$ cat config.mk
export PLATFORM = sky130hd
export DESIGN_NAME = dct_ft_math_flat
export DESIGN_NICKNAME = d
export VERILOG_FILES = /design/src/rtl/dct_ft_math_if.sv /design/src/rtl/dct_ft_math.sv /design/src/flat_wrapper.sv
export SDC_FILE = /design/constraint.sdc
export NUM_CORES = 2
export LEC_CHECK = 0
export CAP_MARGIN = 20
export CORE_ASPECT_RATIO = 0.5
export CORE_MARGIN = 4
export CORE_UTILIZATION = 41
export DETAILED_ROUTE_END_ITERATION = 12
export PLACE_DENSITY_LB_ADDON = 0.08
export SYNTH_ARGS = -nofsm -noshare
export SYNTH_HDL_FRONTEND = slang
export SYNTH_SLANG_ARGS = --single-unit
$ cat constraint.sdc
create_clock -name clk -period 4.91 [get_ports clk]
set_clock_uncertainty 0.05 [all_clocks]
set_input_delay 0.7365 -clock clk [delete_from_list [all_inputs] [get_ports clk]]
set_output_delay 0.7365 -clock clk [all_outputs]
set_load 0.02 [all_outputs]
$ cat src/rtl/dct_ft_math_if.sv
// rtl/dct_ft_math_if.sv - vector stream interface for dct_ft_math
interface dct_ft_math_if #(
    parameter int W_O = 16
);
    logic                 in_valid;
    logic                 in_ready;
    logic                 in_last;
    logic [7:0][15:0]     in_data;
    logic                 out_valid;
    logic                 out_ready;
    logic                 out_last;
    logic [7:0][W_O-1:0]  out_data;

    modport master (
        output in_valid, in_last, in_data, out_ready,
        input  in_ready, out_valid, out_last, out_data
    );

    modport slave (
        input  in_valid, in_last, in_data, out_ready,
        output in_ready, out_valid, out_last, out_data
    );
endinterface

$ cat src/rtl/dct_ft_math.sv
// rtl/dct_ft_math.sv - 8-point forward binDCT, 8 register stages, global stall; optional DCT_FT_LEVEL_SHIFT_EN
module dct_ft_math #(
    parameter int W_O = 16
) (
    input  logic         clk,
    input  logic         rst_n,
    dct_ft_math_if.slave bus
);
    // 22-bit signed fixed point, 3 fraction bits
    typedef logic signed [21:0] fx_t;

    localparam int O_MAX = (1 << (W_O - 1)) - 1;
    localparam int O_MIN = -(1 << (W_O - 1));

    // round to integer value, ties away from zero; negative values need +3 so -x.5 goes down
    function automatic fx_t rnd(input fx_t v);
        fx_t t;
        t = v + (v[21] ? 22'sd3 : 22'sd4);
        return t & ~22'sd7;
    endfunction

    function automatic fx_t m38(input fx_t v);
        return (v >>> 2) + (v >>> 3);
    endfunction

    function automatic fx_t m58(input fx_t v);
        return (v >>> 1) + (v >>> 3);
    endfunction

    function automatic fx_t m78(input fx_t v);
        return (v >>> 1) + (v >>> 2) + (v >>> 3);
    endfunction

    // drop the fraction bits and clamp to the output lane width
    function automatic logic [W_O-1:0] sat(input fx_t v);
        int iv;
        iv = int'(v >>> 3);
        if (iv > O_MAX) begin
            iv = O_MAX;
        end else if (iv < O_MIN) begin
            iv = O_MIN;
        end
        return W_O'(iv);
    endfunction

    // st_q[0] = capture, st_q[1..6] = F1..F6; the output stage is out_data_q
    fx_t                 st_q [7][8];
    fx_t                 st_d [7][8];
    fx_t                 fn   [7][8];
    logic [7:0]          vld_q, vld_d;
    logic [7:0]          lst_q, lst_d;
    logic [7:0][W_O-1:0] out_data_q, out_data_d, out_fn;
    logic                adv;

    assign adv          = ~vld_q[7] | bus.out_ready;
    assign bus.in_ready = adv;
    assign bus.out_valid = vld_q[7];
    assign bus.out_last  = lst_q[7];
    assign bus.out_data  = out_data_q;

    // per-stage arithmetic, each stage fed from the register ahead of it
    always_comb begin
        logic signed [16:0] smp;
        smp = '0;
        for (int k = 1; k < 7; k++) begin
            for (int i = 0; i < 8; i++) begin
                fn[k][i] = st_q[k-1][i];
            end
        end
        for (int i = 0; i < 8; i++) begin
            smp = {bus.in_data[i][15], bus.in_data[i]};
`ifdef DCT_FT_LEVEL_SHIFT_EN
            smp = smp - 17'sd128;
`endif
            fn[0][i] = {{2{smp[16]}}, smp, 3'b000};
        end
        for (int i = 0; i < 4; i++) begin
            fn[1][i]     = st_q[0][i] + st_q[0][7-i];
            fn[1][7-i]   = st_q[0][i] - st_q[0][7-i];
        end
        fn[2][6] = st_q[1][6] + rnd(m38(st_q[1][5]));
        fn[3][5] = rnd(m58(st_q[2][6])) - st_q[2][5];
        fn[4][0] = st_q[3][0] + st_q[3][3];
        fn[4][3] = st_q[3][0] - st_q[3][3];
        fn[4][1] = st_q[3][1] + st_q[3][2];
        fn[4][2] = st_q[3][1] - st_q[3][2];
        fn[4][4] = st_q[3][4] + st_q[3][5];
        fn[4][5] = st_q[3][4] - st_q[3][5];
        fn[4][6] = st_q[3][7] - st_q[3][6];
        fn[4][7] = st_q[3][7] + st_q[3][6];
        fn[5][0] = st_q[4][0] + st_q[4][1];
        fn[5][2] = st_q[4][2] - rnd(m38(st_q[4][3]));
        fn[5][4] = st_q[4][4] - rnd(st_q[4][7] >>> 3);
        fn[5][5] = st_q[4][5] + rnd(m78(st_q[4][6]));
        fn[6][1] = rnd(st_q[5][0] >>> 1) - st_q[5][1];
        fn[6][3] = st_q[5][3] + rnd(m38(st_q[5][2]));
        fn[6][6] = st_q[5][6] - rnd(st_q[5][5] >>> 1);
        out_fn[0] = sat(st_q[6][0]);
        out_fn[1] = sat(st_q[6][7]);
        out_fn[2] = sat(st_q[6][3]);
        out_fn[3] = sat(st_q[6][6]);
        out_fn[4] = sat(st_q[6][1]);
        out_fn[5] = sat(st_q[6][5]);
        out_fn[6] = sat(st_q[6][2]);
        out_fn[7] = sat(st_q[6][4]);
    end

    // whole pipe moves together or holds together
    always_comb begin
        st_d       = st_q;
        vld_d      = vld_q;
        lst_d      = lst_q;
        out_data_d = out_data_q;
        if (adv) begin
            st_d       = fn;
            vld_d      = {vld_q[6:0], bus.in_valid};
            lst_d      = {lst_q[6:0], bus.in_last & bus.in_valid};
            out_data_d = out_fn;
        end
    end

    // stage registers, cleared asynchronously so in-flight vectors are dropped
    always_ff @(posedge clk or negedge rst_n) begin
        if (!rst_n) begin
            for (int k = 0; k < 7; k++) begin
                for (int i = 0; i < 8; i++) begin
                    st_q[k][i] <= '0;
                end
            end
            vld_q      <= '0;
            lst_q      <= '0;
            out_data_q <= '0;
        end else begin
            for (int k = 0; k < 7; k++) begin
                for (int i = 0; i < 8; i++) begin
                    st_q[k][i] <= st_d[k][i];
                end
            end
            vld_q      <= vld_d;
            lst_q      <= lst_d;
            out_data_q <= out_data_d;
        end
    end
endmodule

$ cat src/flat_wrapper.sv
// flat-port wrapper written by rule: the top's interface ports become plain ports
module dct_ft_math_flat 
#(
    parameter int W_O = 16
)
  (clk, rst_n, bus_in_valid, bus_in_last, bus_in_data, bus_out_ready, bus_in_ready, bus_out_valid, bus_out_last, bus_out_data);
  dct_ft_math_if #(.W_O(W_O)) bus_i ();
  input  logic clk;
  input  logic rst_n;
  input wire logic [$bits(bus_i.in_valid)-1:0] bus_in_valid;
  input wire logic [$bits(bus_i.in_last)-1:0] bus_in_last;
  input wire logic [$bits(bus_i.in_data)-1:0] bus_in_data;
  input wire logic [$bits(bus_i.out_ready)-1:0] bus_out_ready;
  output wire logic [$bits(bus_i.in_ready)-1:0] bus_in_ready;
  output wire logic [$bits(bus_i.out_valid)-1:0] bus_out_valid;
  output wire logic [$bits(bus_i.out_last)-1:0] bus_out_last;
  output wire logic [$bits(bus_i.out_data)-1:0] bus_out_data;
  assign bus_i.in_valid = bus_in_valid;
  assign bus_i.in_last = bus_in_last;
  assign bus_i.in_data = bus_in_data;
  assign bus_i.out_ready = bus_out_ready;
  assign bus_in_ready = bus_i.in_ready;
  assign bus_out_valid = bus_i.out_valid;
  assign bus_out_last = bus_i.out_last;
  assign bus_out_data = bus_i.out_data;
  dct_ft_math #(.W_O(W_O)) u_core (.clk(clk), .rst_n(rst_n), .bus(bus_i));
endmodule
==> run summary <==
number of enable flip-flop cells after synthesis - 0
worst hold path endpoint - u_core.st_q[119]
Root Driver - clkbuf_16
Top FF cell, synth - dfrtp_1
setup ws final - -0.3356 ns
Startpoint Class - register
Num CTS Buffers - 111
violated checks - setup timing
post-synthesis sequential area ratio - 0.4198
Post-route DRC - 0
Least-Margin Pin Slew - 0.9631 ns
Distinct cells, synth - 89
Cell Count, Final, Fillers Out - 10540
Final period util - 1.068
DR pass1 iterations - 6
met1 usage - 0.3649
Reg2Reg Depth - 19
CTS Sinks - 1128
wirelength, routed - 194400 um
DIE AREA - 170900 um^2
Final #Nets - 8984
ys async rst share - 1.000
number of synthesized register bits - 1128
most common cell in the synthesized netlist - nand2_1
average cell area after synthesis - 8.537 um^2
Yosys top cell by area - dfrtp_1
Die Width - 580.7 um
Area contributors post-synth - dfrtp_1 (42%), nand2_1 (11%), ha_1 (9.9%)
first-pass GRT wire length - 303400 um
Synth top area share - 0.4198
met2 Use GR - 0.3031
Max-slew headroom - 0.3414
Area Overhead vs Synth - 17.51%
gr usage total - 0.2230
Final Cell Area - 79010 um^2
hold_sp - u_core.st_q[119]
area of the core - 161900 um^2
highest clock rate - 0.1906 GHz
arrival time at the worst endpoint - 5.75 ns
count of final hold-check violations - 0
Final ANT Viol Nets - 0
r2r setup slk - -0.34 ns
Starting Density - 0.4154
via/cell ratio - 5.127
routability congestion estimate - 0.8790
WP data required - 5.42 ns
met3 usage - 0.04049
Hold Crit Class - register to register
First DRT Iteration DRCs - 3708
Min-Delay Path Depth - 2
Max FO, Critical Path - 3
cell area after synthesis - 67240 um^2
clock buffer depth - 3
reg2reg start - u_core.fn[267]
GR Overflow Total - 0
placed cell areas - 74120 um^2
largest net degree at the start of global routing - 184
Wirelength per Cell - 18.45 um
Max-cap violations - 0
total number of vias - 54030
num rows - 104
Worst-Skew Late Latency - 0.71 ns
# IOs - 264
Post-Syn Nets - 8590
Worst R2R End - u_core.fn[131]
Worst Path Class, Setup - register to register
via count of the first global-routing pass - 50850
Syn Inst Count - 7876
unrepaired setup endpoints after global routing - true
initial antenna violation count - 8
H-Tree Depth - 3
die height - 294.4 um
Tmin final - 5.246 ns
CTS clk-pin slew, worst paths - 0.06 ns
share of cells above drive strength 1 - 0.08896
outcome - complete, but fails checks
most instantiated cells after synthesis - nand2_1 (2004), dfrtp_1 (1128), o21ai_0 (627)
final setup fails - 6
Slew Viols, Final - 0
GR peak layer - met1
dpl cells - 10290
post-DP HPWL - 149100 um
CTS tree - built
CP endpoint kind - register
I/O Buffers - 263
Yosys warnings - 0
## worst max path at each step
| stage | start | end | slack (ns) | depth (start not counted) |
|---|---|---|---|---|
| 6_report | u_core.fn[267] | u_core.fn[131] | -0.34 | 19 |
| 4_1_cts | u_core.fn[267] | u_core.fn[131] | -0.24 | 19 |
| 3_3_place_gp | u_core.fn[114] | u_core.st_q[109] | -0.48 | 22 |
| 3_5_place_dp | u_core.fn[114] | u_core.st_q[109] | -0.51 | 22 |
| 5_1_grt | u_core.fn[114] | u_core.st_q[109] | -0.56 | 22 |
| 2_1_floorplan | u_core.fn[113] | u_core.st_q[109] | -0.24 | 22 |
## placed cells by master, fill, tap and decap left out, drive strengths merged, types with 262 or more instances in the layout
master / n
xnor2: 316
ha: 534
buf: 350
inv: 394
dfrtp: 1128
a21oi: 497
nand2: 2004
clkdlybuf4s50: 262
nor2: 504
o21ai: 628
## registers in the layout, summed over array words and instances (netlist names)
signal               count
u_core.bus.out_data    128
u_core.fn              402
u_core.lst_q             8
u_core.st_q            582
u_core.vld_q             8
## per-stage QoR
step / setup WS [ns] / util / TNS [ns] / hold WS (ns)
after floorplan: -0.2422 / - / -0.5629 / 0.3800
after global placement: -0.4820 / 0.4579 / -1.338 / 0.3948
after detailed placement: -0.5091 / 0.4579 / -1.737 / 0.3997
after CTS: -0.2373 / 0.4828 / -0.5281 / 0.4143
after global routing: -0.5560 / 0.4881 / -4.400 / 0.4331
final: -0.3356 / 0.4881 / -1.031 / 0.4093
## logic make-up (layout without fill, tap and decap cells)
group,after synthesis,after routing,synth area share
buffers and inverters,722,1209,0.04030
adders and majority gates,581,581,0.1134
xor gates and xnor gates,503,503,0.06593
and+or+nand+nor,3192,3192,0.2017
DFF,1128,1128,0.4198
other,0,2,0
AOI/OAI and AO/OA,1739,1739,0.1572
muxes,11,11,0.001749
## what timing repair did
action,in CTS,in global routing
gates resized for setup,19,139
endpoints found under the hold margin,11,0
pin swaps,30,103
endpoints found under the setup margin,10,25
hold buffers,1,0
buffers inserted,10,31
## final cells by class
cell class                 count  area [um^2]
antenna                        2        5.005
sequential                  1128        28230
fill                       15910        82860
multi-input combinational   6026        37070
clock buffer                 151         3201
timing repair buffer         613         5643
clock inverter                55        676.9
inverter                     390         1471
tap                         2173         2719
## worst max-delay path: stages (launching register included)
cell	delay [ns]
dfrtp_1	0.38
ha_2	0.19
fa_1	0.48
ha_4	0.29
nand4_1	0.13
a21oi_2	0.19
or4b_4	0.51
a2111oi_4	0.23
and4b_4	0.30
nand3_4	0.10
or4_4	0.48
xor2_2	0.18
ha_4	0.16
or3_1	0.34
a2111o_1	0.32
a31o_2	0.26
a21oi_2	0.17
xnor2_2	0.13
xnor2_1	0.15
o21ai_1	0.07
## routing by layer
metal	vias to the layer above	wire (um)
met5	-	41
met4	6	2948
met3	171	9649
met2	845	75490
met1	25630	106300
li1	27380	-
Power is left out: the tool's default activity adds up to more than one toggle a clock period on the data nets, which glitch-free logic cannot reach.
